$ cat src/rtl/kmeans_ctrl_pkg.sv
// Shared types and constants for the k-means control blocks.
// The convergence sequencer state encoding lives here so other controllers can decode it.
package kmeans_ctrl_pkg;

  localparam int CENTROID_NUM   = 8;
  localparam int CENT_IDX_WIDTH = 3;
  localparam int ITER_WIDTH     = 8;
  localparam logic [CENT_IDX_WIDTH-1:0] LAST_CENT = 3'd7;

  typedef enum logic [2:0] {
    IDLE,
    CLEAR,
    REQ,
    ISSUE,
    WRITE,
    DECIDE
  } conv_seq_state_t;

  function automatic logic [ITER_WIDTH-1:0] sat_inc(input logic [ITER_WIDTH-1:0] v);
    return (&v) ? v : v + ITER_WIDTH'(1);
  endfunction

endpackage

$ cat src/rtl/convergence_sequencer.sv
// Steps the convergence datapath through all centroids after each accumulation pass and
// reports converge/iterate. Optional iteration limit: define CONV_SEQ_MAX_ITER_EN.
module convergence_sequencer
  import kmeans_ctrl_pkg::*;
(
  input  logic                      clk,
  input  logic                      rst_n,
  input  logic                      start,
  input  logic                      abort,
  output logic                      mean_req,
  output logic [CENT_IDX_WIDTH-1:0] mean_idx,
  input  logic                      mean_valid,
  output logic                      mean_ack,
  output logic [CENT_IDX_WIDTH-1:0] cent_num,
  output logic                      convergence_reg_en,
  output logic                      convergence_regs_reset_n,
  input  logic                      has_converged,
  input  logic                      converge_res_available,
  output logic                      centroid_wr_en,
  output logic [CENT_IDX_WIDTH-1:0] centroid_wr_idx,
  input  logic [ITER_WIDTH-1:0]     max_iter,
  output logic                      iter_next,
  output logic                      done,
  output logic                      converged,
  output logic [ITER_WIDTH-1:0]     iter_count,
  output logic                      seq_error
);

  conv_seq_state_t state_q, state_d;
  logic [CENT_IDX_WIDTH-1:0] k_q, k_d;
  logic [ITER_WIDTH-1:0]     iter_count_q, iter_count_d, iter_inc;
  logic converged_q, converged_d;
  logic seq_error_q, seq_error_d;
  logic fin_q, fin_d;
  logic done_q, done_d;
  logic iter_next_q, iter_next_d;
  logic mean_req_q, mean_req_d;
  logic mean_ack_q, mean_ack_d;
  logic reg_en_q, reg_en_d;
  logic regs_rst_n_q, regs_rst_n_d;
  logic wr_en_q, wr_en_d;
  logic [CENT_IDX_WIDTH-1:0] mean_idx_q, mean_idx_d;
  logic [CENT_IDX_WIDTH-1:0] cent_num_q, cent_num_d;
  logic [CENT_IDX_WIDTH-1:0] wr_idx_q, wr_idx_d;
  logic verdict, at_limit;

  assign iter_inc = sat_inc(iter_count_q);
  assign verdict  = has_converged && converge_res_available;

`ifdef CONV_SEQ_MAX_ITER_EN
  assign at_limit = (max_iter != '0) && (iter_inc >= max_iter);
`else
  logic unused_max_iter;
  assign unused_max_iter = ^max_iter;
  assign at_limit        = 1'b0;
`endif

  always_comb begin
    state_d      = state_q;
    k_d          = k_q;
    iter_count_d = iter_count_q;
    converged_d  = converged_q;
    seq_error_d  = seq_error_q;
    fin_d        = fin_q;
    done_d       = 1'b0;
    iter_next_d  = 1'b0;

    case (state_q)
      IDLE: begin
        if (start) begin
          state_d     = CLEAR;
          converged_d = 1'b0;
          // fin_q marks that the last result was final, so a fresh run begins
          if (fin_q) begin
            iter_count_d = '0;
            seq_error_d  = 1'b0;
            fin_d        = 1'b0;
          end
        end
      end
      CLEAR: begin
        k_d     = '0;
        state_d = REQ;
      end
      REQ: begin
        if (mean_valid) state_d = ISSUE;
      end
      ISSUE: state_d = WRITE;
      WRITE: begin
        if (k_q != LAST_CENT) begin
          k_d     = k_q + CENT_IDX_WIDTH'(1);
          state_d = REQ;
        end else begin
          // Verdict is resolved here so the DECIDE-cycle outputs are already registered
          state_d      = DECIDE;
          iter_count_d = iter_inc;
          if (!converge_res_available) seq_error_d = 1'b1;
          if (verdict) begin
            converged_d = 1'b1;
            done_d      = 1'b1;
            fin_d       = 1'b1;
          end else if (at_limit) begin
            done_d = 1'b1;
            fin_d  = 1'b1;
          end else begin
            iter_next_d = 1'b1;
          end
        end
      end
      DECIDE:  state_d = IDLE;
      default: state_d = IDLE;
    endcase

    if (abort) begin
      state_d      = IDLE;
      k_d          = k_q;
      iter_count_d = iter_count_q;
      converged_d  = converged_q;
      seq_error_d  = seq_error_q;
      fin_d        = fin_q;
      done_d       = 1'b0;
      iter_next_d  = 1'b0;
    end

    mean_req_d   = (state_d == REQ);
    mean_idx_d   = (state_d == REQ) ? k_d : '0;
    mean_ack_d   = (state_d == ISSUE);
    reg_en_d     = (state_d == ISSUE);
    cent_num_d   = (state_d == ISSUE) ? k_d : '0;
    wr_en_d      = (state_d == WRITE);
    wr_idx_d     = (state_d == WRITE) ? k_d : '0;
    regs_rst_n_d = !((state_d == IDLE) || (state_d == CLEAR));
  end

  always_ff @(posedge clk or negedge rst_n) begin
    if (!rst_n) begin
      state_q      <= IDLE;
      k_q          <= '0;
      iter_count_q <= '0;
      converged_q  <= 1'b0;
      seq_error_q  <= 1'b0;
      fin_q        <= 1'b1;
      done_q       <= 1'b0;
      iter_next_q  <= 1'b0;
      mean_req_q   <= 1'b0;
      mean_idx_q   <= '0;
      mean_ack_q   <= 1'b0;
      reg_en_q     <= 1'b0;
      cent_num_q   <= '0;
      wr_en_q      <= 1'b0;
      wr_idx_q     <= '0;
      regs_rst_n_q <= 1'b0;
    end else begin
      state_q      <= state_d;
      k_q          <= k_d;
      iter_count_q <= iter_count_d;
      converged_q  <= converged_d;
      seq_error_q  <= seq_error_d;
      fin_q        <= fin_d;
      done_q       <= done_d;
      iter_next_q  <= iter_next_d;
      mean_req_q   <= mean_req_d;
      mean_idx_q   <= mean_idx_d;
      mean_ack_q   <= mean_ack_d;
      reg_en_q     <= reg_en_d;
      cent_num_q   <= cent_num_d;
      wr_en_q      <= wr_en_d;
      wr_idx_q     <= wr_idx_d;
      regs_rst_n_q <= regs_rst_n_d;
    end
  end

  assign mean_req                 = mean_req_q;
  assign mean_idx                 = mean_idx_q;
  assign mean_ack                 = mean_ack_q;
  assign cent_num                 = cent_num_q;
  assign convergence_reg_en       = reg_en_q;
  assign convergence_regs_reset_n = regs_rst_n_q;
  assign centroid_wr_en           = wr_en_q;
  assign centroid_wr_idx          = wr_idx_q;
  assign iter_next                = iter_next_q;
  assign done                     = done_q;
  assign converged                = converged_q;
  assign iter_count               = iter_count_q;
  assign seq_error                = seq_error_q;

endmodule

$ cat config.mk
export PLATFORM = sky130hd
export DESIGN_NAME = convergence_sequencer
export DESIGN_NICKNAME = d
export VERILOG_FILES = /design/src/rtl/kmeans_ctrl_pkg.sv /design/src/rtl/convergence_sequencer.sv
export SDC_FILE = /design/constraint.sdc
export NUM_CORES = 1
export LEC_CHECK = 0
export ABC_AREA = 1
export CORE_MARGIN = 2
export CORE_UTILIZATION = 52
export DETAILED_ROUTE_END_ITERATION = 10
export GPL_TIMING_DRIVEN = 0
export PLACE_DENSITY = 0.93
export SYNTH_ARGS = -nofsm -noshare
export SYNTH_HDL_FRONTEND = slang
export SYNTH_SLANG_ARGS = --single-unit
$ cat constraint.sdc
create_clock -name clk -period 2.1 [get_ports clk]
set_clock_uncertainty 0.15 [all_clocks]
set_input_delay 0.21 -clock clk [delete_from_list [all_inputs] [get_ports clk]]
set_output_delay 0.21 -clock clk [all_outputs]
set_load 0.02 [all_outputs]
==> run summary <==
clock sink count = 32
f_max = 0.543 GHz
Net Sw Frac = 27.8%
# DRC = 0
worst skew pair latency = 0.34 ns
CTS tree = done
Overflow after GRT = 0
count of final setup violators = 0
Synth Register Bits = 32
DIE HEIGHT = 59.3 um
Critical Path, Cell by Cell = clkdlybuf4s50_1
class of the worst hold path = in -> async
power share of the combinational group = 16.7%
RSZ-0062 raised after global routing = no
clk buf depth = 2
WP data required = 1.74 ns
Tmin final = 1.84 ns
R2R Setup Slk = 0.39 ns
post-synth top area cell = dfrtp_1
row cnt = 20
crit-path leading delay family = buffers and inverters
PwrDens = 667 nW/um2
largest net degree at the start of global routing = 33
Post-Syn Area = 1590 um2
fin crit share = 87.6%
Root Driver = clkbuf_4
setup TNS = 0 ns
syn avg cell area = 8.32 um2
fin. max-slew vios = 0
clock buffer count from CTS = 5
Seq pwr share = 49.2%
CP max stage delay = 0.65 ns
critical path depth in cells = 1
routed vias/inst = 4.89
Seq/Total Area, Yosys = 50.5%
DP Worst Slack = 0.0862 ns
Wirelength per Cell = 11.5 um
diode count = 0
crit path buf inv count = 1
P_int = 0.000981 W
Worst R2R End = iter_count[3]$_DFFE_PN0P_
Mapped Cells = 191
CP Max Fanout = 7
Post-CTS Setup Bufs = 0
CP arrival = 1.48 ns
Worst Max-Slew Pin Slew = 0.664 ns
commonest non-fill, non-tap cell in the layout = nand2_1
LEAKAGE = 1.01 nW
Nets = 248
Setup crit end = iter_count[0]
Routability Congestion = 0.816
IO Port Bufs = 32
MaxCap Viol Count = 0
Critical path origin = iter_count[0]$_DFFE_PN0P_
TritonRoute pass-1 iters = 4
FF-to-FF Start = iter_count[0]$_DFFE_PN0P_
most frequent cells in the layout = 64 x nand2_1, 31 x dfrtp_1, 31 x clkdlybuf4s50_1
Routed Antenna Nets = 0
critical path capture point type = output port
yosys warns = 0
Core Util, Final = 68.4%
Worst setup SP type = flop
H-tree depth = 2
DP HPWL = 2.23 mm
share of post-route cells with drive strength above 1 = 14.2%
slowest CP cell = clkdlybuf4s50_1
die area = 3510 um2
clock group share of total power = 34.2%
Die X = 59.3 um
Initial Util = 53.4%
Global Route Usage Sum = 20.6%
post-synth cell types = 25
worst r2r path cells = 7
top post-synthesis cells by area = dfrtp_1 49%, nand2_1 15%, nor2_1 6.1%
First DRT Iteration DRCs = 34
Clk pin slew, worst setup/hold paths = 0.11 ns
drt total wl = 3.04 mm
post-synth top area share = 48.8%
post-CTS sizing = 0
I/O Pins = 41
first-pass GRT wire length = 5.31 mm
count of final hold-check violations = 0
number of global-route vias before repair = 1213
final setup margin = 0.260 ns
sw power = 0.000377 W
Hold Buf Count CTS = 0
Overall Power = 0.00136 W
Mapped Nets = 208
Max IR drop VDD = 0.697 mV
total core area = 2980 um2
status = finished clean
Crit Path Class = reg -> out
vias = 1296
P&R area growth vs syn = 28.1%
Slew headroom = 55.8%
antenna violations before repair = 0
layout make-up:
class	instances	area (um2)
plain buffers	2	21.3
clock buffers	5	37.5
fillers	249	942
inverters	23	93.8
well taps	33	41.3
flip-flops and latches	32	802
multi-input cells	134	672
repair buffers	33	325
clock inverters	3	42.5
per-layer routing:
| metal | track usage [%] | routed length, um |
|---|---|---|
| met3 | 6.99 | 154 |
| met1 | 25.6 | 1390 |
| met2 | 32.8 | 1440 |
| met4 | 8.44 | 57 |
| met5 | 0 | 0 |
sequential cells by signal, indices dropped and copies added (netlist names):
signal / flops
mean_req: 1
centroid_wr_en: 1
seq_error: 1
done: 1
iter_count: 8
mean_idx: 3
centroid_wr_idx: 3
fin_q: 1
converged: 1
iter_next: 1
convergence_reg_en: 1
state_q: 3
cent_num: 3
k_q: 3
convergence_regs_reset_n: 1
kinds of logic (layout without fill, tap and decap cells):
| family | count (synthesis) | in the layout | share of synthesized area (%) |
|---|---|---|---|
| AND/OR/NAND/NOR | 119 | 119 | 35.3 |
| XOR/XNOR | 3 | 3 | 1.65 |
| flip-flops | 32 | 32 | 50.5 |
| adder cells (fa/ha/maj) | 2 | 2 | 1.57 |
| AO/OA/AOI/OAI | 10 | 10 | 3.78 |
| buffers and inverters | 25 | 66 | 7.24 |
stage by stage:
| stage | instances | hold WS (ns) | cell area (um2) |
|---|---|---|---|
| floorplan | 191 | -0.236 | 1590 |
| global placement | 256 | 0.304 | 1950 |
| detailed placement | 256 | 0.313 | 1950 |
| CTS | 264 | 0.294 | 2030 |
| global route | 265 | 0.318 | 2040 |
| finish | 265 | 0.285 | 2040 |
power groups by stage:
stage               combinational, W  clock [W]  sequential (W)
finish                      0.000226   0.000464        0.000668
global route                0.000256   0.000509        0.000672
CTS                         0.000229   0.000474        0.000669
detailed placement          0.000228          0        0.000680
global placement            0.000222          0        0.000679
floorplan                   0.000123          0        0.000698
worst min-delay path by stage:
stage	start	end	depth (start not counted)
final	rst_n	iter_count[4]$_DFFE_PN0P_	2
after global routing	has_converged	done$_DFF_PN0_	3
after CTS	has_converged	done$_DFF_PN0_	3
after detailed placement	fin_q$_DFFE_PN1P_	fin_q$_DFFE_PN1P_	2
after global placement	fin_q$_DFFE_PN1P_	fin_q$_DFFE_PN1P_	2
after floorplan	rst_n	cent_num[0]$_DFF_PN0_	0
synth_stat cells:
cell	instances
nand4_1	3
dfrtp_1	31
nand2_2	2
clkbuf_8	1
o21ai_0	2
inv_2	3
inv_1	19
nor2_2	2
nand3b_1	1
nand4_2	1
ha_1	2
inv_8	1
nor2_1	26
dfstp_2	1
nand3_1	7
nor3_1	3
o21bai_1	1
o21ai_2	2
nand2_1	64
nor2_4	4
xnor2_1	3
a21oi_1	5
nand3_2	3
buf_4	1
nand2_4	3
Note: power is estimated with default switching activity, not from simulation.
==> patch: new RTL, config.mk and constraints unchanged <==
Change the package constant `ITER_WIDTH` from 8 to 12.
--- a/src/rtl/kmeans_ctrl_pkg.sv
+++ b/src/rtl/kmeans_ctrl_pkg.sv
@@ -5,5 +5,5 @@
   localparam int CENTROID_NUM   = 8;
   localparam int CENT_IDX_WIDTH = 3;
-  localparam int ITER_WIDTH     = 8;
+  localparam int ITER_WIDTH     = 12;
   localparam logic [CENT_IDX_WIDTH-1:0] LAST_CENT = 3'd7;
 
Interface: changed (resized iter_count and max_iter); port bits go from 41 to 49. No check against the original RTL was run, so the function may have changed too.
==> patch against the unedited design <==
- total power rose by 2.2%
- cell count rose by 19%
- design area rose by 13%
- sequential cell count rose by 4
- die area rose by 11%
- setup slack got worse by 0.027 ns
- synthesized area rose by 12%
- wire length rose by 21%
- non-clock buffer count rose by 5
- critical endpoint is now iter_count[2]
- largest cell class unchanged
- highest routed layer unchanged
==> patch: results (changes against the unedited design) <==
** Status
- Status :: finished, final reports clean

** Critical path
- Worst Reg-to-Reg Cells :: 9 (+2)
- The arrival time of the worst setup path was 1.96 ns (+0.48 ns).
- Minimum setup slack among reg-to-reg paths :: 0.23 ns (-0.16 ns)
- On the critical path, the stage with the largest delay is an instance of sky130_fd_sc_hd__dfrtp_1.
- Worst r2r dst :: iter_count[2]
- Largest driver fanout on the critical path :: 10 (+3)
- The worst register-to-register path begins at k_q[1].
- The largest stage delay on the critical path was 0.41 ns (-0.24 ns).

** Drt
- The first-pass detailed-route iteration total came to 4 (unchanged).
- The via count was 1600 (+23%).
- The per-cell routed wire length came to 11.7 um (+1.6%).
- The number of vias per cell after detailed routing came to 5.08 (+3.9%).
- Drt first-iter violations :: 110 (+220%)

** Synthesis
- The synthesized-area fraction occupied by adder cells was 0.0140 (-0.00173).
- Cell types occupying the most area after synthesis :: sky130_fd_sc_hd__dfrtp_1 (49%), sky130_fd_sc_hd__nand2_1 (15%), sky130_fd_sc_hd__nand3_1 (9.0%)
- The share of flip-flops with an asynchronous set or reset was 1.00 (unchanged).
- The number of nets produced by synthesis came to 245 (+18%).
- Ranked by instance count, the synthesized netlist is headed by sky130_fd_sc_hd__nand2_1 (73), sky130_fd_sc_hd__dfrtp_1 (35), sky130_fd_sc_hd__nand3_1 (32).
- Multiplexer area fraction after synthesis :: 0 (unchanged)
- The number of library cell types mapped by synthesis came to 26 (+4.0%).
- Leading register cell type out of synthesis :: sky130_fd_sc_hd__dfrtp_1
- The XOR/XNOR share of the synthesized area was 0.00981 (-0.00672).
- The post-synthesis cell count was 224 (+17%).
- Compound-cell area share of the yosys netlist :: 0.0413 (+0.00355)
- The sequential area share after synthesis was 0.505 (+0.000531).

** Global route
- The global router's overall resource usage is 0.208 (+0.00197).
- The wire length of the first global-routing pass was 6500 um (+22%).
- The largest net degree at the start of global routing came to 37 (+12%).
- Antenna violations before repair :: 0 (unchanged)

** Clock tree
- Clk slew on worst S/H paths :: 0.12 ns
- Cell at the root of the clock tree :: sky130_fd_sc_hd__clkbuf_4
- The level count of the clock H-tree came to 2 (unchanged).

** Place
- Worst-case setup slack after placement :: 0.265 ns (+0.179 ns)
- The number of port buffers came to 36 (+13%).
- Number of placed instances, taps included :: 306 (+20%)
- The estimated wirelength of the detail-placed design came to 2740 um (+23%).
- The weighted congestion at the end of routability-driven global placement came to 0.913 (+12%).
- Post-place instance area :: 2200 um^2 (+13%)

** Power and ir drop
- The static leakage is 1.15 nW (+14%).
- IR drop worst, VDD :: 0.000470 V (-33%)

** Min path
- End of the worst hold path :: done
- The worst hold path begins at has_converged.
- In this run the worst hold path is classified as input pin to flop.

** Timing
- Tightest slew margin relative to the limit :: 0.498 (-0.0598)
- Final hold vios :: 0 (unchanged)

** Cells and area
- The total number of nets in the final design is 289 (+17%).
- The filler cell count in the final layout is 281 (+13%).
- The fraction of final layout cells sized beyond drive strength 1 came to 0.0929 (-0.0493).
- Flip-flop count of the largest register after layout :: 12 (+4)
## patch: worst max path at each step
stage,startpoint,end,slack [ns],cells past startpoint
final,k_q[1],iter_count[2],0.23,9
after global routing,k_q[1],iter_count[2],0.03,9
after CTS,k_q[1],iter_count[0],0.24,9
after detailed placement,k_q[1],iter_count[2],0.26,9
after global placement,rst_n,centroid_wr_en,-0.07,1
after floorplan,iter_count[1],iter_count[4],0.41,10
## patch: stage by stage
| step | utilization | hold slack, ns |
|---|---|---|
| floorplan | - | -0.236 |
| global placement | 0.666 | 0.303 |
| detailed placement | 0.664 | 0.180 |
| CTS | 0.692 | 0.271 |
| global route | 0.692 | 0.294 |
| finish | 0.692 | 0.289 |
## patch: repair_timing
| item | 4_1_cts | 5_1_grt |
|---|---|---|
| endpoints found under the hold margin | 35 | 0 |
| resized for setup | 0 | 0 |
| hold buffers | 1 | 0 |
## patch: report_power, final
group	switching (mW)	internal [mW]	total, mW
clock network	0.247	0.254	0.502
logic	0.104	0.0606	0.165
registers	0.0128	0.708	0.721
total	0.365	1.02	1.39
## patch: cell type report
cell class | count | area, um^2 | area share
Clock inverter | 3 | 46.3 | 0.0202
Inverter | 27 | 101 | 0.0442
Tap cell | 46 | 57.6 | 0.0251
Timing Repair Buffer | 37 | 365 | 0.159
Clock buffer | 5 | 37.5 | 0.0164
Sequential cell | 36 | 902 | 0.394
Buffer | 3 | 27.5 | 0.0120
Multi-Input combinational cell | 158 | 754 | 0.329
## patch: critical path, delay by kind of cell (launching register included)
kind                       cells  cell delay [ns]
adders and majority gates      1             0.23
buffers and inverters          2             0.31
and+or+nand+nor                6             0.65
DFF                            1             0.41
## patch: per-layer routing
metal / GRT usage / part of all wire / vias to the layer above
met4: 0.0528 / 0.013 / 0
met5: 0 / 0 / -
met3: 0.0667 / 0.067 / 8
li1: - / - / 797
met2: 0.376 / 0.52 / 57
met1: 0.236 / 0.40 / 738
## patch: cells by family (layout without fill, tap and decap cells)
kind of cell,Yosys count,after routing
xor gates and xnor gates,2,2
adders and majority gates,2,2
AOI/OAI and AO/OA,11,11
DFF,36,36
and+or+nand+nor,143,143
buffers and inverters,30,75
